**src/rtl/axil_config_bridge.sv**
```systemverilog
// AXI4-Lite to config-interface write bridge: turns accepted AXI writes into
// one-cycle cfg_valid pulses, answers reads with SLVERR, counts rejected accesses.
//
// state   | meaning
// W_IDLE  | collecting AW and W (either order or together)
// W_ISSUE | cfg_valid pulse for an accepted write
// W_RESP  | B response held until s_bready
// R_IDLE  | s_arready high, waiting for AR
// R_VALID | SLVERR read response held until s_rready
module axil_config_bridge #(
  parameter int AXIL_ADDR_WIDTH = 16,
  parameter int CFG_ADDR_WIDTH  = AXIL_ADDR_WIDTH - 2,
  parameter int ADDR_LIMIT      = 2 ** (AXIL_ADDR_WIDTH - 2),
  parameter int ERR_CNT_WIDTH   = 16
) (
  input  logic                       clk,
  input  logic                       rst,
  input  logic [AXIL_ADDR_WIDTH-1:0] s_awaddr,
  input  logic                       s_awvalid,
  output logic                       s_awready,
  input  logic [31:0]                s_wdata,
  input  logic [3:0]                 s_wstrb,
  input  logic                       s_wvalid,
  output logic                       s_wready,
  output logic [1:0]                 s_bresp,
  output logic                       s_bvalid,
  input  logic                       s_bready,
  input  logic [AXIL_ADDR_WIDTH-1:0] s_araddr,
  input  logic                       s_arvalid,
  output logic                       s_arready,
  output logic [31:0]                s_rdata,
  output logic [1:0]                 s_rresp,
  output logic                       s_rvalid,
  input  logic                       s_rready,
  output logic [CFG_ADDR_WIDTH-1:0]  cfg_addr,
  output logic [31:0]                cfg_data,
  output logic                       cfg_valid,
  output logic [ERR_CNT_WIDTH-1:0]   err_count
);

  typedef enum logic [1:0] {W_IDLE, W_ISSUE, W_RESP} wr_state_t;
  typedef enum logic {R_IDLE, R_VALID} rd_state_t;

  localparam logic [1:0]  RESP_OKAY   = 2'b00;
  localparam logic [1:0]  RESP_SLVERR = 2'b10;
  localparam logic [1:0]  RESP_DECERR = 2'b11;
  localparam logic [32:0] LIMIT_EXT   = 33'(ADDR_LIMIT);

  wr_state_t wr_state, wr_state_nx;
  rd_state_t rd_state, rd_state_nx;

  logic                      aw_captured, aw_cap_nx;
  logic                      w_captured, w_cap_nx;
  logic [CFG_ADDR_WIDTH-1:0] aw_word_q;
  logic [31:0]               wdata_q;
  logic [3:0]                wstrb_q;
  logic                      awready_q, wready_q, arready_q;
  logic                      bvalid_q, rvalid_q;
  logic [1:0]                bresp_q, bresp_nx;
  logic [1:0]                rresp_q;
  logic                      cfg_valid_q, cfg_valid_nx;
  logic [CFG_ADDR_WIDTH-1:0] cfg_addr_q, cfg_addr_nx;
  logic [31:0]               cfg_data_q, cfg_data_nx;
  logic [ERR_CNT_WIDTH-1:0]  err_cnt_q;
  logic [ERR_CNT_WIDTH:0]    err_sum;
  logic [1:0]                err_inc;
  logic                      wr_err;

  logic                      aw_hs, w_hs, ar_hs, r_hs;
  logic [CFG_ADDR_WIDTH-1:0] word_eff;
  logic [31:0]               wdata_eff;
  logic [3:0]                wstrb_eff;
  logic                      unused_inputs;

  // Valid/ready outputs are masked during reset so an in-flight write or
  // response is dropped in the very cycle reset is raised.
  assign s_awready = awready_q & ~rst;
  assign s_wready  = wready_q & ~rst;
  assign s_arready = arready_q & ~rst;
  assign s_bvalid  = bvalid_q & ~rst;
  assign s_rvalid  = rvalid_q & ~rst;
  assign cfg_valid = cfg_valid_q & ~rst;
  assign s_bresp   = bresp_q;
  assign s_rresp   = rresp_q;
  assign s_rdata   = '0;
  assign cfg_addr  = cfg_addr_q;
  assign cfg_data  = cfg_data_q;
  assign err_count = err_cnt_q;

  assign unused_inputs = ^{s_araddr, s_awaddr[1:0]};

  assign aw_hs = s_awvalid & s_awready;
  assign w_hs  = s_wvalid & s_wready;
  assign ar_hs = s_arvalid & s_arready;
  assign r_hs  = s_rvalid & s_rready;

  assign word_eff  = aw_hs ? CFG_ADDR_WIDTH'(s_awaddr[AXIL_ADDR_WIDTH-1:2]) : aw_word_q;
  assign wdata_eff = w_hs ? s_wdata : wdata_q;
  assign wstrb_eff = w_hs ? s_wstrb : wstrb_q;

  always_comb begin
    wr_state_nx  = wr_state;
    aw_cap_nx    = aw_captured;
    w_cap_nx     = w_captured;
    bresp_nx     = bresp_q;
    cfg_valid_nx = 1'b0;
    cfg_addr_nx  = cfg_addr_q;
    cfg_data_nx  = cfg_data_q;
    wr_err       = 1'b0;
    case (wr_state)
      W_IDLE: begin
        aw_cap_nx = aw_captured | aw_hs;
        w_cap_nx  = w_captured | w_hs;
        if (aw_cap_nx && w_cap_nx) begin
          if (33'(word_eff) >= LIMIT_EXT) begin
            wr_state_nx = W_RESP;
            bresp_nx    = RESP_DECERR;
            wr_err      = 1'b1;
          end else if (wstrb_eff != 4'hF) begin
            wr_state_nx = W_RESP;
            bresp_nx    = RESP_SLVERR;
            wr_err      = 1'b1;
          end else begin
            wr_state_nx  = W_ISSUE;
            bresp_nx     = RESP_OKAY;
            cfg_valid_nx = 1'b1;
            cfg_addr_nx  = word_eff;
            cfg_data_nx  = wdata_eff;
          end
        end
      end
      W_ISSUE: wr_state_nx = W_RESP;
      W_RESP: begin
        if (s_bready) begin
          wr_state_nx = W_IDLE;
          aw_cap_nx   = 1'b0;
          w_cap_nx    = 1'b0;
        end
      end
      default: wr_state_nx = W_IDLE;
    endcase
  end

  always_comb begin
    rd_state_nx = rd_state;
    case (rd_state)
      R_IDLE:  if (ar_hs) rd_state_nx = R_VALID;
      R_VALID: if (r_hs) rd_state_nx = R_IDLE;
      default: rd_state_nx = R_IDLE;
    endcase
  end

  // Write and read rejections can land on the same edge, hence a 2-bit step.
  always_comb begin
    err_inc = {1'b0, wr_err} + {1'b0, ar_hs};
    err_sum = {1'b0, err_cnt_q} + (ERR_CNT_WIDTH+1)'(err_inc);
  end

  always_ff @(posedge clk) begin
    if (rst) begin
      wr_state    <= W_IDLE;
      rd_state    <= R_IDLE;
      aw_captured <= 1'b0;
      w_captured  <= 1'b0;
      aw_word_q   <= '0;
      wdata_q     <= '0;
      wstrb_q     <= '0;
      awready_q   <= 1'b0;
      wready_q    <= 1'b0;
      arready_q   <= 1'b0;
      bvalid_q    <= 1'b0;
      rvalid_q    <= 1'b0;
      bresp_q     <= RESP_OKAY;
      rresp_q     <= RESP_OKAY;
      cfg_valid_q <= 1'b0;
      cfg_addr_q  <= '0;
      cfg_data_q  <= '0;
      err_cnt_q   <= '0;
    end else begin
      wr_state    <= wr_state_nx;
      rd_state    <= rd_state_nx;
      aw_captured <= aw_cap_nx;
      w_captured  <= w_cap_nx;
      if (aw_hs) aw_word_q <= word_eff;
      if (w_hs) begin
        wdata_q <= s_wdata;
        wstrb_q <= s_wstrb;
      end
      // Readies follow the current state, so they reopen one cycle after
      // the B handshake rather than on it.
      awready_q   <= (wr_state == W_IDLE) && !aw_cap_nx;
      wready_q    <= (wr_state == W_IDLE) && !w_cap_nx;
      arready_q   <= (rd_state_nx == R_IDLE);
      bvalid_q    <= (wr_state_nx == W_RESP);
      rvalid_q    <= (rd_state_nx == R_VALID);
      bresp_q     <= bresp_nx;
      if (ar_hs) rresp_q <= RESP_SLVERR;
      cfg_valid_q <= cfg_valid_nx;
      cfg_addr_q  <= cfg_addr_nx;
      cfg_data_q  <= cfg_data_nx;
      err_cnt_q   <= err_sum[ERR_CNT_WIDTH] ? '1 : err_sum[ERR_CNT_WIDTH-1:0];
    end
  end

endmodule

```
**config.mk**
```make
export PLATFORM = sky130hd
export DESIGN_NAME = axil_config_bridge
export DESIGN_NICKNAME = d
export VERILOG_FILES = /design/src/rtl/axil_config_bridge.sv
export SDC_FILE = /design/constraint.sdc
export NUM_CORES = 1
export LEC_CHECK = 0
export CORE_MARGIN = 1
export CORE_UTILIZATION = 40
export CTS_CLUSTER_SIZE = 40
export DETAILED_ROUTE_END_ITERATION = 6
export GPL_TIMING_DRIVEN = 0
export PLACE_DENSITY = 0.79
export SYNTH_ARGS = -nofsm -noshare
export SYNTH_HDL_FRONTEND = slang
export SYNTH_SLANG_ARGS = --single-unit
```
**constraint.sdc**
```tcl
create_clock -name clk -period 3.7 [get_ports clk]
set_input_delay 0.74 -clock clk [delete_from_list [all_inputs] [get_ports clk]]
set_output_delay 0.74 -clock clk [all_outputs]
set_load 0.01 [all_outputs]
```
Word level (Yosys, flattened, before mapping)
Index checks and enable logic that the tools add are counted.
Storage, ports and cells
  bits in registers: 125
  input port bits: 75
  word-level logic and storage cells: 70
  output and inout bits: 104
Operators by class
  equality and inequality tests: 4
  add/sub/neg operators: 2
  reduce and logical (&&, ||, !) cells: 9
  mux-type cells: 20
  bitwise gates (word level): 18
Operator list (count)
  two-way mux 32 bit: 1
  adder 16 x 2 -> 17 bit: 1
  two-way mux 16 bit: 1
  two-way mux 14 bit: 1
  bitwise AND 1 bit: 10
  two-way mux 1 bit: 8
  two-way mux 2 bit: 4
  NOT 1 bit: 6
  case mux 1 bit (2 select lines): 3
  case mux 2 bit (3 select lines): 1
  == test 2 bit, second input constant: 2
  two-way mux 4 bit: 1
  inequality test 4 bit, second input constant: 1
  logical AND 1 bit: 3
  AND reduction 3 bit: 1
  OR reduction 3 bit: 1
  adder 1 x 1 -> 2 bit: 1
  == test 2 x 1 -> 1 bit, second input constant: 1
  zero test 1 bit: 2
  zero test 2 bit: 1
  bitwise OR 1 bit: 2
  AND reduction 2 bit: 1

Depth between registers and ports, before layout
  depth in word-level cells: 11
  gate-level depth with buffers: 13
  gate-level depth less buffers: 10

Worst setup path after synthesis
No wires, ideal clock.
  path kind: input-to-reg
  from: input s_wvalid
  to: register err_cnt_q[10] (netlist: err_count[10])
  arrival: 2.939 ns
  data required time: 3.567 ns
  path buffers: 3
  stages: 13
  path slack: 0.629 ns
  cell sequence: and3b_1 -> clkbuf_1 -> buf_2 -> nand2_1 -> a21o_1 -> inv_1 -> fa_1 -> ha_1 -> and4_1 -> and2_1 -> nand3_1 -> clkbuf_1 -> a21oi_1
Between the ends
  word-level cells in the longest chain between the ends: 9
  elaborated cells between the ends (all ways): 11
  those cells by class: add/sub: 2; eq/ne: 1; mux: 5; bitwise: 2; reduce/logical: 1
RTL lines
  start, declared: line 23  | input logic s_wvalid,
  bitwise AND 1 bit (*): line 93  | assign w_hs = s_wvalid & s_wready;
  two-way mux 4 bit
  inequality test 4 bit: line 119  | end else if (wstrb_eff != 4'hF) begin
  two-way mux 1 bit: line 119
  two-way mux 1 bit (*): line 114  | if (aw_cap_nx && w_cap_nx) begin
  two-way mux 1 bit (*): line 110  | case (wr_state)
  adder 1 x 1 -> 2 bit (*): line 155  | err_inc = {1'b0, wr_err} + {1'b0, ar_hs};
  adder 16 x 2 -> 17 bit (*): line 156  | err_sum = {1'b0, err_cnt_q} + (ERR_CNT_WIDTH+1)'(err_inc);
  two-way mux 16 bit (*): line 201  | err_cnt_q <= err_sum[ERR_CNT_WIDTH] ? '1 : err_sum[ERR_CNT_WIDTH-1:0];
  end signal, assigned: line 201
  end, declared: line 64  | logic [ERR_CNT_WIDTH-1:0] err_cnt_q;
Every way passes the cells marked *; elsewhere a longest branch is shown, timed or not.
A chain may end at the register's enable or synchronous reset.

Worst setup path after layout
  from: input rst
  to: output s_awready
Between the ends
  word-level cells in the longest chain between the ends: 2
RTL lines
  start, declared: line 17  | input logic rst,
  NOT 1 bit: line 77  | assign s_awready = awready_q & ~rst;
  bitwise AND 1 bit: line 77
  end, declared: line 20  | output logic s_awready,
No other way between the ends.

==> results.json <==
{
  "clockRootBuffer": "clkbuf_16",
  "syn_area_per_cell_um2": 9.39,
  "setup_viol": 0,
  "cts_resized": 2,
  "max_freq_mhz": 292,
  "boundaryPins": 179,
  "io_buffers": 126,
  "layout_common_cells": "clkdlybuf4s50_1, dfxtp_1, nand2_1",
  "antenna_cells": 0,
  "seq_area_frac_synth_pct": 49.0,
  "overflow": 0,
  "nFillCells": 1047,
  "grt_max_degree": 20,
  "clkLatencyLatePin_ns": 0.41,
  "end_kind": "output pin",
  "fp.coreArea_mm2": 0.0122,
  "crit_path_max_fanout": 19,
  "cts_max_path_buffers": 2,
  "routed_wirelength_um": 12400,
  "antenna_found_initial": 0,
  "numCtsBuffers": 17,
  "synth_top_area_cell": "dfxtp_1",
  "initial_core_util_pct": 41.7,
  "synth_edf_count": 0,
  "hold_buffers": 0,
  "start_kind": "input pin",
  "gp_congestion": 0.788,
  "total_power_mw": 3.23,
  "synth_cell_types": 41,
  "die_w_um": 115,
  "cts_setup_buffers": 0,
  "relSlewSlack_pct": 65.4,
  "arrival_ns": 2.69,
  "ir_drop_uv": 258,
  "cts-htree-levels": 4,
  "hpwl_um": 9030,
  "wl_per_cell_um": 13.8,
  "vias": 4124,
  "async_flop_share_pct": 0,
  "via_per_inst": 4.60,
  "min_path_type": "reg2reg",
  "outcome": "finished, final reports clean",
  "worst-setup-path-type": "in2out",
  "synthToLayoutAreaGrowth_pct": 43.0,
  "synthTopCellsByArea": "dfxtp_1, nand2_1, a21oi_1",
  "timing.setup.tns_ns": 0,
  "die_height_um": 115,
  "min_period_ns": 3.43,
  "dieArea_mm2": 0.0131,
  "clkSinkCount": 124,
  "fin_nets": 793,
  "ys_seq_elements": 124,
  "syn_area_mm2": 0.00507,
  "power_density_mw_per_mm2": 445,
  "hold_ws_ns": 0.455,
  "synth-main-ff-cell": "dfxtp_1",
  "clock_skew_ns": 0.00812,
  "grt_pass1_vias": 4195,
  "rsz0062_at_grt": "false",
  "syn_inst": 540,
  "grt_pass1_wl_um": 19900,
  "cts_tree": "built",
  "drc": 0,
  "ys_warn_count": 0,
  "worst_pin_slew_ns": 0.519,
  "synth_top_area_share_pct": 49.0,
  "drv_cap": 0,
  "cellLeakagePower_nw": 2.92,
  "antenna_left": 0,
  "period_share_pct": 92.6,
  "crit_required_ns": 2.96,
  "final_common_cell": "clkdlybuf4s50_1",
  "dr.pass1.iters": 4,
  "first_iter_violations": 280,
  "clkSlewWorstSetupHoldPaths_ns": 0.05,
  "hold_viol_final": 0,
  "row_count": 40,
  "drive_gt1_share_pct": 17.2,
  "timing.final.max_slew_violations": 0,
  "track_usage_pct": 19.7
}
-- cells by family after synthesis --
family                   after synthesis  share of synthesized area [%]
buffers and inverters                 73                           8.54
XOR/XNOR                               9                           1.56
adder cells (fa/ha/maj)                2                          0.642
flip-flops                           124                           49.0
other                                  1                         0.0740
AND/OR/NAND/NOR                      202                           19.7
multiplexers                          47                           11.8
AO/OA/AOI/OAI                         82                           8.76
-- final cells by class --
class                           instances  area [µm²]  share of cell area [%]
Clock buffer                           22         454                    6.27
Buffer                                 64         402                    5.54
Tap cell                              168         210                    2.90
Inverter                                7        26.3                   0.363
Timing Repair Buffer                  126        1260                    17.4
Clock inverter                          9         120                    1.66
Multi-Input combinational cell        376        2290                    31.6
Sequential cell                       124        2480                    34.3
-- layer usage --
| layer | vias to the layer above | GRT usage [%] | part of all wire [%] |
|---|---|---|---|
| li1 | 2077 | - | - |
| met1 | 1901 | 21.6 | 42 |
| met2 | 128 | 34.3 | 49 |
| met3 | 18 | 7.73 | 7.2 |
| met4 | 0 | 7.10 | 1.2 |
| met5 | - | 0 | 0 |
-- synthesized netlist by cell type, drive strengths merged (3+ instances only) --
cell      n
dfxtp   124
a21oi    69
buf      46
xor2      7
nor2      8
nand2   106
inv       7
mux2     46
and2      3
and4      5
nand3     4
nor3      4
nor2b    54
nand4     6
o21ai     3
o21bai    3
clkbuf   20
-- registers in the layout, indices dropped and copies added (netlist names) --
register     count
aw_word_q       14
wr_state         2
wdata_q         32
cfg_data        32
s_bresp          1
bvalid_q         1
w_captured       1
arready_q        1
cfg_addr        14
err_count       16
rvalid_q         1
aw_captured      1
s_rresp          1
cfg_valid_q      1
wstrb_q          4
wready_q         1
awready_q        1
-- power breakdown --
part | switching [mW] | internal (mW)
Combinational | 0.113 | 0.119
Sequential | 0.0138 | 1.37
Clock | 0.550 | 1.06
Total | 0.677 | 2.55
-- per-stage QoR --
step           setup slack, ns  cells  util [%]  area, µm²
6_report                 0.274    896      59.6       7250
3_3_place_gp            -0.420    867      54.8       6660
5_1_grt                 0.0355    896      59.6       7250
4_1_cts                 0.0541    896      59.5       7230
3_5_place_dp            -0.473    867      54.8       6660
2_1_floorplan            0.629    573         -       5190
-- worst max-delay path, cell delays in order --
cell,delay (ns)
clkdlybuf4s50_1,0.58
clkbuf_2,0.30
clkbuf_2,0.44
nor2b_1,0.09
clkdlybuf4s50_1,0.53
-- worst paths after layout --
kind / cells past startpoint / slack, ns / end / startpoint
min reg2reg: 2 / 0.45 / wdata_q[11]$_SDFF_PP0_ / wdata_q[11]$_SDFF_PP0_
max: 5 / 0.27 / s_awready / rst
min: 2 / 0.45 / wdata_q[11]$_SDFF_PP0_ / wdata_q[11]$_SDFF_PP0_
max reg2reg: 12 / 0.87 / err_count[9]$_SDFF_PP0_ / wready_q$_SDFF_PP0_
(Power assumes the default switching activity.)
